File: src/rtl/qpsk_mod_gen.sv
// QPSK modulator: packs a handshaked serial bit stream into dibits, holds each
// symbol for SPS carrier samples and forms seq = (+/-cos +/-sine)/2.
// The carrier ROM address is the sample counter, so carrier and symbols stay phase-locked.
// Optional feature: define QPSK_DIFF_EN for differential (DQPSK) symbol encoding.
module qpsk_mod_gen #(
    parameter int unsigned SPS   = 10,
    parameter int unsigned CNT_W = 8
) (
    input  logic                    clk_20,
    input  logic                    rst,
    input  logic                    bit_in,
    input  logic                    bit_valid,
    output logic                    bit_ready,
    output logic        [CNT_W-1:0] car_addr,
    input  logic signed [7:0]       sine,
    input  logic signed [7:0]       cos,
    output logic signed [7:0]       seq,
    output logic                    sym_start,
    output logic                    underrun
);

    localparam logic [CNT_W-1:0] CntLast = CNT_W'(SPS - 1);

    typedef enum logic {StIdle, StRun} state_e;

    state_e            state_q, state_d;
    logic [CNT_W-1:0]  cnt_q, cnt_d;
    logic              half_q, half_d;
    logic              half_v_q, half_v_d;
    logic [1:0]        pend_q, pend_d;     // {q, i}
    logic              pend_v_q, pend_v_d;
    logic [1:0]        sym_q, sym_d;       // {Q, I}
    logic              active_q, active_d;
    logic signed [7:0] seq_q, seq_d;
    logic              sym_start_q, sym_start_d;
    logic              underrun_q, underrun_d;
`ifdef QPSK_DIFF_EN
    logic [1:0]        phase_q, phase_d;
`endif

    logic              boundary;
    logic              accept;
    logic              load;
    logic signed [7:0] c_sel;
    logic signed [7:0] s_sel;
    logic signed [8:0] sum;

    // Negation with -128 saturating to +127 so the result stays in 8 bits.
    function automatic logic signed [7:0] neg_sat(input logic signed [7:0] x);
        return (x == 8'sh80) ? 8'sh7f : -x;
    endfunction

`ifdef QPSK_DIFF_EN
    // Gray-ordered phase increment selected by the incoming dibit {q, i}.
    function automatic logic [1:0] dibit_inc(input logic [1:0] d);
        logic [1:0] r;
        unique case (d)
            2'b00:   r = 2'd0;
            2'b01:   r = 2'd1;
            2'b11:   r = 2'd2;
            default: r = 2'd3;
        endcase
        return r;
    endfunction

    // Absolute phase to constellation point {Q, I}.
    function automatic logic [1:0] phase_sym(input logic [1:0] p);
        logic [1:0] r;
        unique case (p)
            2'd0:    r = 2'b11;
            2'd1:    r = 2'b10;
            2'd2:    r = 2'b00;
            default: r = 2'b01;
        endcase
        return r;
    endfunction
`endif

    assign boundary = (cnt_q == CntLast);
    assign accept   = bit_valid & ~pend_v_q;
    // A dibit completed on this same edge lands in pend and only counts for the next boundary.
    assign load     = boundary & pend_v_q;

    // Next-state logic: dibit assembly, sample counter, FSM and symbol load/underrun.
    always_comb begin
        state_d    = state_q;
        cnt_d      = cnt_q;
        half_d     = half_q;
        half_v_d   = half_v_q;
        pend_d     = pend_q;
        pend_v_d   = pend_v_q;
        sym_d      = sym_q;
        active_d   = active_q;
        underrun_d = 1'b0;
`ifdef QPSK_DIFF_EN
        phase_d    = phase_q;
`endif

        if (accept) begin
            if (half_v_q) begin
                pend_d   = {half_q, bit_in};
                pend_v_d = 1'b1;
                half_v_d = 1'b0;
            end else begin
                half_d   = bit_in;
                half_v_d = 1'b1;
            end
        end

        unique case (state_q)
            StIdle: begin
                cnt_d = CntLast;
                if (load) begin
                    state_d = StRun;
                    cnt_d   = '0;
                end
            end
            StRun: begin
                cnt_d = boundary ? '0 : cnt_q + CNT_W'(1);
            end
            default: state_d = StIdle;
        endcase

        if (load) begin
            pend_v_d = 1'b0;
            active_d = 1'b1;
`ifdef QPSK_DIFF_EN
            phase_d  = phase_q + dibit_inc(pend_q);
            sym_d    = phase_sym(phase_d);
`else
            sym_d    = pend_q;
`endif
        end else if (boundary && (state_q == StRun)) begin
            // Nothing to send: keep the counter running, transmit a zero symbol.
            active_d   = 1'b0;
            underrun_d = 1'b1;
        end
    end

    // Datapath: sign-select the carrier branches and halve their sum.
    always_comb begin
        c_sel       = sym_q[0] ? cos  : neg_sat(cos);
        s_sel       = sym_q[1] ? sine : neg_sat(sine);
        sum         = {c_sel[7], c_sel} + {s_sel[7], s_sel};
        seq_d       = active_q ? 8'(sum >>> 1) : 8'sd0;
        sym_start_d = (cnt_q == '0) && active_q;
    end

    // State register with synchronous reset.
    always_ff @(posedge clk_20) begin
        if (rst) begin
            state_q     <= StIdle;
            cnt_q       <= CntLast;
            half_q      <= 1'b0;
            half_v_q    <= 1'b0;
            pend_q      <= 2'b00;
            pend_v_q    <= 1'b0;
            sym_q       <= 2'b00;
            active_q    <= 1'b0;
            seq_q       <= 8'sd0;
            sym_start_q <= 1'b0;
            underrun_q  <= 1'b0;
`ifdef QPSK_DIFF_EN
            phase_q     <= 2'd0;
`endif
        end else begin
            state_q     <= state_d;
            cnt_q       <= cnt_d;
            half_q      <= half_d;
            half_v_q    <= half_v_d;
            pend_q      <= pend_d;
            pend_v_q    <= pend_v_d;
            sym_q       <= sym_d;
            active_q    <= active_d;
            seq_q       <= seq_d;
            sym_start_q <= sym_start_d;
            underrun_q  <= underrun_d;
`ifdef QPSK_DIFF_EN
            phase_q     <= phase_d;
`endif
        end
    end

    assign bit_ready = ~pend_v_q;
    assign car_addr  = cnt_q;
    assign seq       = seq_q;
    assign sym_start = sym_start_q;
    assign underrun  = underrun_q;

endmodule

File: config.mk
export PLATFORM = sky130hd
export DESIGN_NAME = qpsk_mod_gen
export DESIGN_NICKNAME = d
export VERILOG_FILES = /design/src/rtl/qpsk_mod_gen.sv
export SDC_FILE = /design/constraint.sdc
export NUM_CORES = 1
export LEC_CHECK = 0
export BUFFER_PORTS_ARGS = -buffer_cell sky130_fd_sc_hd__buf_2
export CORE_UTILIZATION = 58
export DETAILED_ROUTE_END_ITERATION = 10
export PLACE_DENSITY = 0.85
export SLEW_MARGIN = 20
export SYNTH_ARGS = -nofsm -noshare
export SYNTH_HDL_FRONTEND = slang
export SYNTH_SLANG_ARGS = --single-unit
File: constraint.sdc
create_clock -name clk_20 -period 6.7 [get_ports clk_20]
set_clock_uncertainty 0.2 [all_clocks]
set_input_delay 1.34 -clock clk_20 [delete_from_list [all_inputs] [get_ports clk_20]]
set_output_delay 1.34 -clock clk_20 [all_outputs]
set_load 0.01 [all_outputs]
Yosys cells after proc, flatten, opt, wreduce, memory -nomap -nowiden:

Index checks and enable logic that the tools add are counted.
W data, S select, Z words.

* bits in registers: 27
* input bits: 20
* logic and storage cells: 45

* bitwise operators: 6
* add/subtract/negate cells: 4
* reduce and logical (&&, ||, !) cells: 8
* equal/unequal tests: 3
* multiplexer cells: 13

Operators with widths (number)
* $mux W8: 5
* $eq A8 B8 Y1 const B: 2
* $neg A8 Y8: 2
* $pmux W8 S2: 1
* $add A8 B8 Y9: 1
* $add A8 B1 Y8 const B: 1
* $eq A8 B4 Y1 const B: 1
* $logic_not A8 Y1: 1
* $mux W1: 6
* $mux W4: 1
* $not A1 Y1: 4
* $reduce_and A2 Y1: 2
* $reduce_or A2 Y1: 2
* $and A1 B1 Y1: 2
* $logic_and A1 B1 Y1: 2
* $reduce_bool A2 Y1: 1

Depth between registers and ports, before layout:

Gate-level depths: netlist (run 1).

* depth in word-level cells: 4
* gate-level depth with buffers: 12
* gate-level depth less buffers: 12

Worst setup path before layout (run 1):

OpenSTA, ideal clock, no wires.

* path kind: input to register
* start point: input sine[2]
* end point: register seq_q[5] (netlist: seq[5])
* stages on the path: 10
* library setup time: 0.117 ns
* arrival time: 3.477 ns
* data required time: 6.383 ns
* buffers on the path: 1
* path slack: 2.906 ns
* cell sequence: or4_4 > or3_1 > buf_6 > nand2_1 > ha_1 > a21o_1 > a21o_1 > a21oi_1 > mux2i_1 > nand2_1

* cells in the longest elaborated chain, start to end: 4
* elaborated cells on any way between the ends: 5
* classes of those cells: 2 x add/sub; 1 x eq/ne; 2 x mux

RTL lines
* start, declared: line 15 `input logic signed [7:0] sine,`
* $neg A8 Y8 or $eq A8 B8 Y1 (tied branches): line 50 `return (x == 8'sh80) ? 8'sh7f : -x;`
* $mux W8: line 50
* $mux W8 *: line 143 `s_sel = sym_q[1] ? sine : neg_sat(sine);`
* $add A8 B8 Y9 *: line 144 `sum = {c_sel[7], c_sel} + {s_sel[7], s_sel};`
* end signal, assigned: line 175 `seq_q <= seq_d;`
* end, declared: line 34 `logic signed [7:0] seq_q, seq_d;`

Mark *: on every way between the ends. The rest lies on a longest branch, timed or not.
A chain may end at the register's enable or synchronous reset.

Worst setup path after layout (run 1):

* start point: input sine[2]
* end point: register seq_q[7] (netlist: seq[7])

The elaborated chain is that of the path after synthesis.

==> impl_metrics.yaml, run 1 <==
yosys:
  yosys_warnings: 0
  synth_cell_types: 40
  synth_top_area_share_pct: 30.92
  synthTopCellsByArea: "dfxtp_1, ha_1, nor2_1, nand2_1, a21oi_1"
  synth-seq-area-share_pct: 30.92
  synth_top_cell_by_area: "dfxtp_1"
  avgSynthCellArea_sq_um: 7.838
  synth_cells: 223
  synth.net_count: 256
  synth_area_sq_um: 1748
  synth_seq_cells: 27
hold_path:
  hp-class: "reg2reg"
clock_tree:
  cts_buffers: 3
  holdBufCountCts: 0
  cts_setup_buffers: 0
  clk_path_buf_depth: 2
  ctsResizeCount: 0
  htree_levels: 1
  clk_pin_slew_ns: 0.15
  cts_tree: "yes"
  clock_sinks: 27
  clock-root-buffer: "clkbuf_4"
  insertion_delay_ns: 0.34
timing:
  rsz0062_at_grt: "false"
  timing.hold.ws_ns: 0.2654
  tightest_slew_ns: 0.3965
  fmax_mhz: 266.9
  final-setup-viol-count: 0
  setup-tns-final_ns: 0
  timing.slew.headroom_pct: 73.33
  post-route-period-util_pct: 55.91
  hold_violations: 0
  min_period_ns: 3.746
  slew_viol_final: 0
outcome:
  violations: "design-rule violations"
  status: "finished with violations"
detailed_routing:
  wl_per_cell_microns: 12.49
  drt_iter0_drc: 63
  wl_met1_microns: 1623
  vias: 1685
  dr.pass1.iters: 7
  ant_nets: 0
  routed_wl_microns: 3621
  top_layer: "met4"
  wl_met3_microns: 122
  wl_met2_microns: 1821
  drc: 6
  routed_via_density: 5.810
worst_setup_path:
  rr_startpoint: "sym_q[1]"
  cp_num_buf_inv: 1
  reg2reg_depth: 9
  path_cells: "buf_2 -> or4_4 -> or3_1 -> nand2_1 -> ha_1 -> a21o_1 -> a21o_1 -> a21oi_1 -> o21ai_0 -> o31ai_1"
  crit_family: "simple AND/OR/NAND/NOR gates"
  cp_slowest_cell: "or4_4"
  worst-path-stages: 10
  required_ns: 6.76
  critPathMaxStageDelay_ns: 0.56
  critPathCapture: "seq[7]"
  critPathMaxFanout: 6
  arrival_ns: 3.80
  cpMostUsedCell: "a21o_1"
  critPathLaunch: "sine[2]"
  worstSetupStartpointType: "primary input"
  r2r_end: "seq[7]"
  r2r_slack_ns: 3.90
  endpoint_kind: "flop"
  critical_path_class: "in2reg"
floorplan:
  fp-row-count: 19
  die_y_microns: 56.90
  dieArea_sq_um: 3237
  initial_core_util_pct: 62.31
  die_width_microns: 56.90
  ios: 39
  core_area_sq_um: 2805
cells_and_area:
  final_core_utilization_pct: 70.52
  drive_gt1_share_pct: 18.15
  fin_area_sq_um: 1978
  fin_nets: 293
  diodes: 0
  syn_to_final_growth_pct: 13.17
global_route:
  grt_pass1_wl_microns: 6306
  grt_overflow_total: 0
  grt_pass1_vias: 1510
  grt_use_total_pct: 24.29
  grt_max_degree: 18
  antenna_found_initial: 0
placed_design:
  io_buffer_count: 38
  dpl.hpwl_microns: 2902
  placed_area_sq_um: 1947
  place.gp.congestion: 0.9185
run:
  max_cap_violations: 0
pwr:
  p_leak_nw: 0.8918
  ir_worst_vdd_v: 0.0001876
  power_density_nw_per_um2: 168.7
layout make-up:
class | count | area [sq um]
Clock buffer | 3 | 22.52
Clock inverter | 1 | 8.758
Fill cell | 247 | 827.0
Inverter | 13 | 48.80
Multi-Input combinational cell | 177 | 1129
Sequential cell | 27 | 540.5
Tap cell | 31 | 38.79
Timing Repair Buffer | 38 | 190.2
logic make-up after synthesis:
kind of cell,after synthesis,share of synthesized area (%)
simple gates,101,28.63
flops,27,30.92
mux,5,2.863
xor+xnor,14,7.015
compound gates,44,16.32
fa+ha+maj,13,9.735
buf+inv,19,4.510
state kept, by name, summed over array words and instances, names as in the netlist:
signal	cells
active_q	1
car_addr	8
half_q	1
half_v_q	1
pend_q	2
pend_v_q	1
seq	8
state_q	1
sym_q	2
sym_start	1
underrun	1
cell usage after synthesis:
master	n
fa_1	1
nor2b_1	4
nand3_1	12
a21oi_1	17
or4_4	1
nor3_1	13
xor2_1	5
clkbuf_1	5
nor4_1	3
xnor2_1	9
nand4b_1	1
o211ai_1	1
o21a_1	2
a31oi_1	2
dfxtp_1	27
o21ai_0	9
and3_1	3
or3_1	4
and2_1	2
mux2i_1	5
nand3b_1	1
nand2_1	23
or4_1	1
a22oi_4	1
nand2b_1	2
ha_1	12
nor2_1	25
and4_1	1
a211o_2	1
o22ai_1	1
inv_1	13
buf_6	1
nor4b_1	1
a21o_1	4
nand4_1	2
and4b_1	1
o31ai_1	4
nor3b_1	1
o221a_2	1
a21boi_2	1
layout by cell type (no fill, tap or decap), drive strengths merged, types with 3 or more instances in the layout:
cell | netlist | routed
o31ai | 4 | 4
ha | 12 | 12
nor2 | 25 | 25
xor2 | 5 | 5
dfxtp | 27 | 27
nand3 | 12 | 12
nor2b | 4 | 4
or3 | 4 | 4
a21oi | 17 | 17
nand2 | 23 | 23
mux2i | 5 | 5
o21ai | 9 | 9
and3 | 3 | 3
clkbuf | 5 | 3
nor4 | 3 | 3
xnor2 | 9 | 9
nor3 | 13 | 13
buf | 1 | 38
inv | 13 | 14
a21o | 4 | 4
worst register-to-register path, stage by stage (launching register included):
cell and delay (ns):
dfxtp_1 0.58, nand3b_1 0.18, or3_1 0.25, nand2_1 0.14
fa_1 0.45, a21o_1 0.19, a21o_1 0.19, a21oi_1 0.24
o21ai_0 0.11, o31ai_1 0.18
power breakdown:
part | total (W) | internal (W) | switching [W]
Clock | 0.0000755 | 0.0000244 | 0.0000511
Sequential | 0.000170 | 0.000165 | 0.00000419
Combinational | 0.0000887 | 0.0000382 | 0.0000505
worst min path at each step:
stage | endpoint | slack, ns | start | depth (start not counted)
floorplan | pend_q[0] | 0.24 | pend_q[0] | 2
global placement | pend_q[0] | 0.24 | pend_q[0] | 2
detailed placement | pend_q[0] | 0.25 | pend_q[0] | 2
CTS | pend_q[0] | 0.27 | pend_q[0] | 2
global route | pend_q[1] | 0.29 | half_q | 2
finish | pend_q[0] | 0.27 | pend_q[0] | 2
metrics by stage:
step | cells | power (W) | setup WS (ns)
4_1_cts | 290 | 0.0003340 | 2.971
2_1_floorplan | 223 | 0.0002352 | 2.906
6_report | 290 | 0.0003338 | 2.954
3_3_place_gp | 286 | 0.0002579 | 2.680
3_5_place_dp | 286 | 0.0002608 | 2.605
5_1_grt | 290 | 0.0003547 | 2.813
routing by layer:
layer,global-route usage [%],vias to the layer above
li1,-,855
met1,29.61,792
met2,43.53,32
met3,3.687,6
met4,7.317,0
met5,0,-
Note: power is estimated with default switching activity, not from simulation.
==> run 2, diff against run 1 <==
--- a/config.mk
+++ b/config.mk
@@ -5,10 +5,11 @@
 export SDC_FILE = /design/constraint.sdc
 export NUM_CORES = 1
 export LEC_CHECK = 0
+export ABC_AREA = 1
 export BUFFER_PORTS_ARGS = -buffer_cell sky130_fd_sc_hd__buf_2
-export CORE_UTILIZATION = 58
+export CORE_UTILIZATION = 48
 export DETAILED_ROUTE_END_ITERATION = 10
-export PLACE_DENSITY = 0.85
+export PLACE_DENSITY = 0.75
 export SLEW_MARGIN = 20
 export SYNTH_ARGS = -nofsm -noshare
 export SYNTH_HDL_FRONTEND = slang
==> constraint.sdc (replaced) <==
create_clock -name clk_20 -period 3.1 [get_ports clk_20]
set_clock_uncertainty 0.2 [all_clocks]
set_input_delay 0.62 -clock clk_20 [delete_from_list [all_inputs] [get_ports clk_20]]
set_output_delay 0.62 -clock clk_20 [all_outputs]
set_load 0.01 [all_outputs]
==> run 2 against run 1 <==
Effect of this change:
- the run now ends clean
- critical endpoint unchanged
- largest cell class unchanged
- die area is 20% higher
- synthesized cell count is 12% higher
- critical path type unchanged
- power is 110% higher
- first-iteration DRC count is 57% higher
- core utilization is 12 points lower
==> impl_metrics.yaml, run 2 <==
yosys:
  synth_cell_types: 29
  synth_seq_cells: 27
  synth_ff_type: "dfxtp_1"
  yosys_warnings: 0
  synth-edff-count: 0
  synth-seq-area-share_pct: 31.06
  synthArstFlopShare_pct: 0
  synth_top_area_share_pct: 31.06
  avgSynthCellArea_sq_um: 6.962
  synth.most_common_cell: "inv_1"
  synth.net_count: 283
  synth_top_cell_by_area: "dfxtp_1"
  synth_cells: 250
  synthTopCellsByArea: "dfxtp_1, inv_1, ha_1, nand2_1, nand3_1"
  synthTopCellsByCount: "inv_1, nand2_1, nor2_1, dfxtp_1, nand3_1"
  synth_area_sq_um: 1740
clock_tree:
  clock_sinks: 27
  ctsResizeCount: 0
  cts_setup_buffers: 0
  holdBufCountCts: 0
  clk_path_buf_depth: 2
  htree_levels: 1
  cts_tree: "yes"
  clk_pin_slew_ns: 0.13
  insertion_delay_ns: 0.32
  cts_buffers: 3
  clock-root-buffer: "clkbuf_4"
detailed_routing:
  drc: 0
  routed_wl_microns: 3447
  wl_per_cell_microns: 10.23
  routed_via_density: 4.911
  ant_nets: 0
  drt_iter0_drc: 99
  dr.pass1.iters: 5
  vias: 1655
hold_path:
  hp-start: "half_q"
  holdPathEnd: "half_q"
  hp-class: "reg2reg"
  hold_depth: 2
cells_and_area:
  fillers: 340
  fin_nets: 325
  drive_gt1_share_pct: 20.96
  syn_to_final_growth_pct: 15.31
  mostFrequentLayoutCell: "inv_1"
  seq_area_sq_um: 540.5
  multi_input_area_sq_um: 1027
  fin_area_sq_um: 2007
  diodes: 0
  layout_common_cells: "inv_1, buf_2, nand2_1"
worst_setup_path:
  required_ns: 3.17
  rr_startpoint: "sym_q[1]"
  reg2reg_depth: 14
  critical_path_class: "in2reg"
  r2r_slack_ns: 0.58
  worstSetupStartpointType: "primary input"
  endpoint_kind: "flop"
  arrival_ns: 2.67
  critPathMaxFanout: 6
  r2r_end: "seq[7]"
timing:
  slew_viol_final: 0
  rsz0062_at_grt: "false"
  post-route-period-util_pct: 83.83
  setup-tns-final_ns: 0
  fmax_mhz: 384.8
  final-setup-viol-count: 0
  timing.slew.headroom_pct: 74.68
  min_period_ns: 2.599
  tightest_slew_ns: 0.3770
  hold_violations: 0
floorplan:
  ios: 39
  initial_core_util_pct: 50.95
  dieArea_sq_um: 3871
  fp-row-count: 21
  die_y_microns: 62.22
  core_area_sq_um: 3416
  die_width_microns: 62.22
global_route:
  antenna_found_initial: 0
  grtUsageMet3_pct: 4.228
  grt_use_total_pct: 19.58
  grt_pass1_wl_microns: 6216
  grtUsageMet2_pct: 31.87
  grt_pass1_vias: 1489
  grt_max_degree: 15
  grt_busiest_layer: "met2"
  use_met1_pct: 26.41
  grt_overflow_total: 0
placed_design:
  placed_area_sq_um: 1981
  dpl.hpwl_microns: 2814
  place.gp.congestion: 0.8831
  io_buffer_count: 38
run:
  max_cap_violations: 0
outcome:
  status: "finished, final reports clean"
pwr:
  ir_worst_vdd_v: 0.0003297
  power_density_nw_per_um2: 355.4
  p_leak_nw: 1.048
## run 2: report_power, final
group	internal (W)	leakage, nW	total, W	switching, W
clock	0.0000505	0.0150	0.000147	0.0000969
sequential	0.000362	0.219	0.000370	0.00000817
combinational	0.0000764	0.814	0.000196	0.000119
## run 2: cell families (layout without fill, tap and decap cells)
group                    count (synthesis)  count (layout)  synth area share, %
buffers and inverters                   44              85                9.921
AO/OA/AOI/OAI                           46              46                13.66
flip-flops                              27              27                31.06
adder cells (fa/ha/maj)                 13              13                9.777
AND/OR/NAND/NOR                        118             118                34.58
XOR/XNOR                                 2               2                1.007
## run 2: how the worst max path moves through the flow
stage                  from      to
finish               cos[0]  seq[7]
floorplan           sine[0]  seq[7]
detailed placement   cos[0]  seq[7]
global route         cos[0]  seq[5]
CTS                  cos[0]  seq[7]
global placement    sine[0]  seq[7]
## run 2: worst max-delay path: stages
cell and delay (ns):
buf_2 0.09, inv_1 0.05, ha_1 0.20, nand2_1 0.11, nor2_4 0.05, nand3_2 0.13
nand2_2 0.09, and2_2 0.18, fa_1 0.40, nand3_1 0.10, nand2_1 0.08, a21oi_1 0.13
nor2_1 0.05, nor2_1 0.16, o21ai_0 0.11, a21oi_1 0.12
## run 2: metrics by stage
step	hold slack [ns]	instances	utilization, %	total power, W	setup WS (ns)
3_3_place_gp	0.2323	333	57.99	0.0005705	0.2481
2_1_floorplan	0.2201	250	-	0.0005179	0.4471
4_1_cts	0.2593	337	58.75	0.0007203	0.5114
3_5_place_dp	0.2396	333	57.99	0.0005729	0.1657
5_1_grt	0.2928	337	58.75	0.0007699	0.3219
6_report	0.2568	337	58.75	0.0007133	0.5014
## run 2: cell type report
| class | count | share of cell area (%) |
|---|---|---|
| multi-input combinational | 179 | 51.18 |
| sequential | 27 | 26.93 |
| timing repair buffer | 39 | 9.850 |
| inverter | 42 | 7.855 |
| tap | 46 | 2.868 |
| clock buffer | 4 | 1.309 |
## run 2: per-layer routing
layer / vias to the layer above / wire, microns / share of wire, %
met5: - / 0 / 0
met4: 0 / 29 / 0.84
met3: 5 / 164 / 4.8
met2: 39 / 1500 / 44
met1: 705 / 1752 / 51
li1: 906 / - / -
==> run 3, diff against run 2 <==
--- a/config.mk
+++ b/config.mk
@@ -5,11 +5,11 @@
 export SDC_FILE = /design/constraint.sdc
 export NUM_CORES = 1
 export LEC_CHECK = 0
-export ABC_AREA = 1
+export ABC_AREA = 0
 export BUFFER_PORTS_ARGS = -buffer_cell sky130_fd_sc_hd__buf_2
-export CORE_UTILIZATION = 48
+export CORE_UTILIZATION = 49
 export DETAILED_ROUTE_END_ITERATION = 10
-export PLACE_DENSITY = 0.75
+export PLACE_DENSITY = 0.76
 export SLEW_MARGIN = 20
 export SYNTH_ARGS = -nofsm -noshare
 export SYNTH_HDL_FRONTEND = slang
==> constraint.sdc (replaced) <==
create_clock -name clk_20 -period 2.2 [get_ports clk_20]
set_clock_uncertainty 0.2 [all_clocks]
set_input_delay 0.44 -clock clk_20 [delete_from_list [all_inputs] [get_ports clk_20]]
set_output_delay 0.44 -clock clk_20 [all_outputs]
set_load 0.01 [all_outputs]
==> run 3 against run 2 <==
Effect of this change:
- the run now ends with negative setup slack left
- final cell count is 5.0% higher
- hold slack got worse by 0.081 ns
- clock power rose by 42%
- first-iteration DRC count decreased by 27%
- sequential cell count unchanged
- power grew 62%
- wire length increased by 27%
- core utilization rose by 15 points
- die area down 1.6%
==> impl_metrics.yaml, run 3 (synthesis gave the netlist of run 1 again) <==
detailed_routing:
  wl_per_cell_microns: 12.35
  ant_nets: 0
  drc: 0
  routed_via_density: 5.198
  vias: 1840
  routed_wl_microns: 4373
  dr.pass1.iters: 4
  drt_iter0_drc: 72
timing:
  rsz0062_at_grt: "true"
  slew_viol_final: 0
  min_period_ns: 2.565
  fmax_mhz: 389.9
  post-route-period-util_pct: 116.6
  tightest_slew_ns: 0.4060
  final-setup-viol-count: 8
  timing.slew.headroom_pct: 72.69
  worst_slack_ns: -0.3651
  hold_violations: 0
cells_and_area:
  drive_gt1_share_pct: 37.01
  fin_nets: 342
  fillers: 276
  layout_common_cells: "buf_4, buf_2, dfxtp_1"
  syn_to_final_growth_pct: 43.09
  mostFrequentLayoutCell: "buf_4"
  fin_area_sq_um: 2501
  diodes: 0
pwr:
  internal_power_w: 0.0008045
  clkPwrFrac_pct: 18.0
  power_density_nw_per_um2: 462.5
  switching_share_pct: 30.46
  switchingPower_w: 0.0003524
  seqPwrFrac_pct: 44.6
  combPwrFrac_pct: 37.4
  ir_worst_vdd_v: 0.0004674
  p_leak_nw: 1.154
  finalPower_w: 0.001157
clock_tree:
  insertion_delay_ns: 0.32
  cts_buffers: 3
  clk_pin_slew_ns: 0.14
  cts_tree: "yes"
  clock_sinks: 27
  holdBufCountCts: 0
  clock-root-buffer: "clkbuf_4"
  clk_path_buf_depth: 2
  htree_levels: 1
worst_setup_path:
  worstSetupStartpointType: "primary input"
  critical_path_class: "in2reg"
  required_ns: 2.22
  critPathMaxFanout: 6
  r2r_slack_ns: -0.23
  endpoint_kind: "flop"
  arrival_ns: 2.58
floorplan:
  ios: 39
  fp-row-count: 21
  core_area_sq_um: 3390
  die_width_microns: 61.73
  die_y_microns: 61.73
  dieArea_sq_um: 3810
  initial_core_util_pct: 51.57
placed_design:
  placed_area_sq_um: 2354
  pre_cts_slack_ns: -0.8495
  io_buffer_count: 38
  dpl.hpwl_microns: 3508
  place.gp.congestion: 0.8742
global_route:
  use_met1_pct: 29.67
  grt_pass1_vias: 1584
  grtUsageMet2_pct: 42.55
  grt_overflow_total: 0
  grtUsageMet3_pct: 2.692
  grt_use_total_pct: 23.90
  grt_max_degree: 15
  grt_busiest_layer: "met2"
  antenna_found_initial: 0
  grt_pass1_wl_microns: 6679
outcome:
  status: "finished with violations"
  violations: "negative setup slack"
hold_path:
  hp-class: "in2reg"
run:
  max_cap_violations: 0
-- run 3: changes by cell type in the layout (fill, tap and decap cells not counted), sizes merged, moves of 7 or more --
cell   before  now
nand2      40   23
xnor2       2    9
nor2       33   25
o21ai      20    9
nand3      28   12
inv        42   13
buf        39   87
-- run 3: path summary, 6_finish.rpt --
check	from	endpoint	depth (start not counted)
worst max-delay path	sine[2]	seq[3]	11
worst min-delay path	bit_in	half_q	3
worst max register to register	sym_q[0]	seq[3]	10
worst min register to register	pend_q[0]	pend_q[0]	2
-- run 3: layout make-up --
class                   count  area, sq um  area share, %
inverters                  13        51.30          2.051
repair buffers             87        576.8          23.06
flip-flops and latches     27        540.5          21.61
well taps                  46        57.56          2.301
clock buffers               4        26.28          1.051
multi-input cells         177         1249          49.93
-- run 3: through the flow --
stage               cells  setup TNS [ns]  util (%)  hold WS [ns]
floorplan             223          -3.828         -        0.2366
global placement      347          -5.261     69.44        0.2528
detailed placement    347          -5.720     69.44        0.2691
CTS                   353          -1.999     72.06        0.1706
global route          354          -2.442     73.79        0.1583
finish                354          -1.924     73.79        0.1760
-- run 3: power groups by stage --
stage	logic (W)	clock network (W)	registers, W
2_1_floorplan	0.000209	0	0.000527
3_3_place_gp	0.000360	0	0.000526
3_5_place_dp	0.000371	0	0.000527
4_1_cts	0.000404	0.000211	0.000516
5_1_grt	0.000472	0.000240	0.000518
6_report	0.000433	0.000209	0.000516
-- run 3: what timing repair did --
item	in CTS	in global routing
pin swaps	12	7
resized for setup	10	10
setup endpoints to repair	8	8
setup buffers	2	2
-- run 3: worst max-delay path: stages --
cell	delay, ns
buf_6	0.09
or4_4	0.53
or3_4	0.43
a22oi_4	0.21
fa_2	0.25
a21o_1	0.11
a21o_1	0.14
buf_4	0.11
buf_4	0.10
xnor2_2	0.10
nor2_1	0.05
-- run 3: routing by layer --
layer  up-vias  share of wire (%)
met4         0                2.0
met2        36                 50
met1       843                 46
met3         8                2.0
li1        953                  -
met5         -                  0
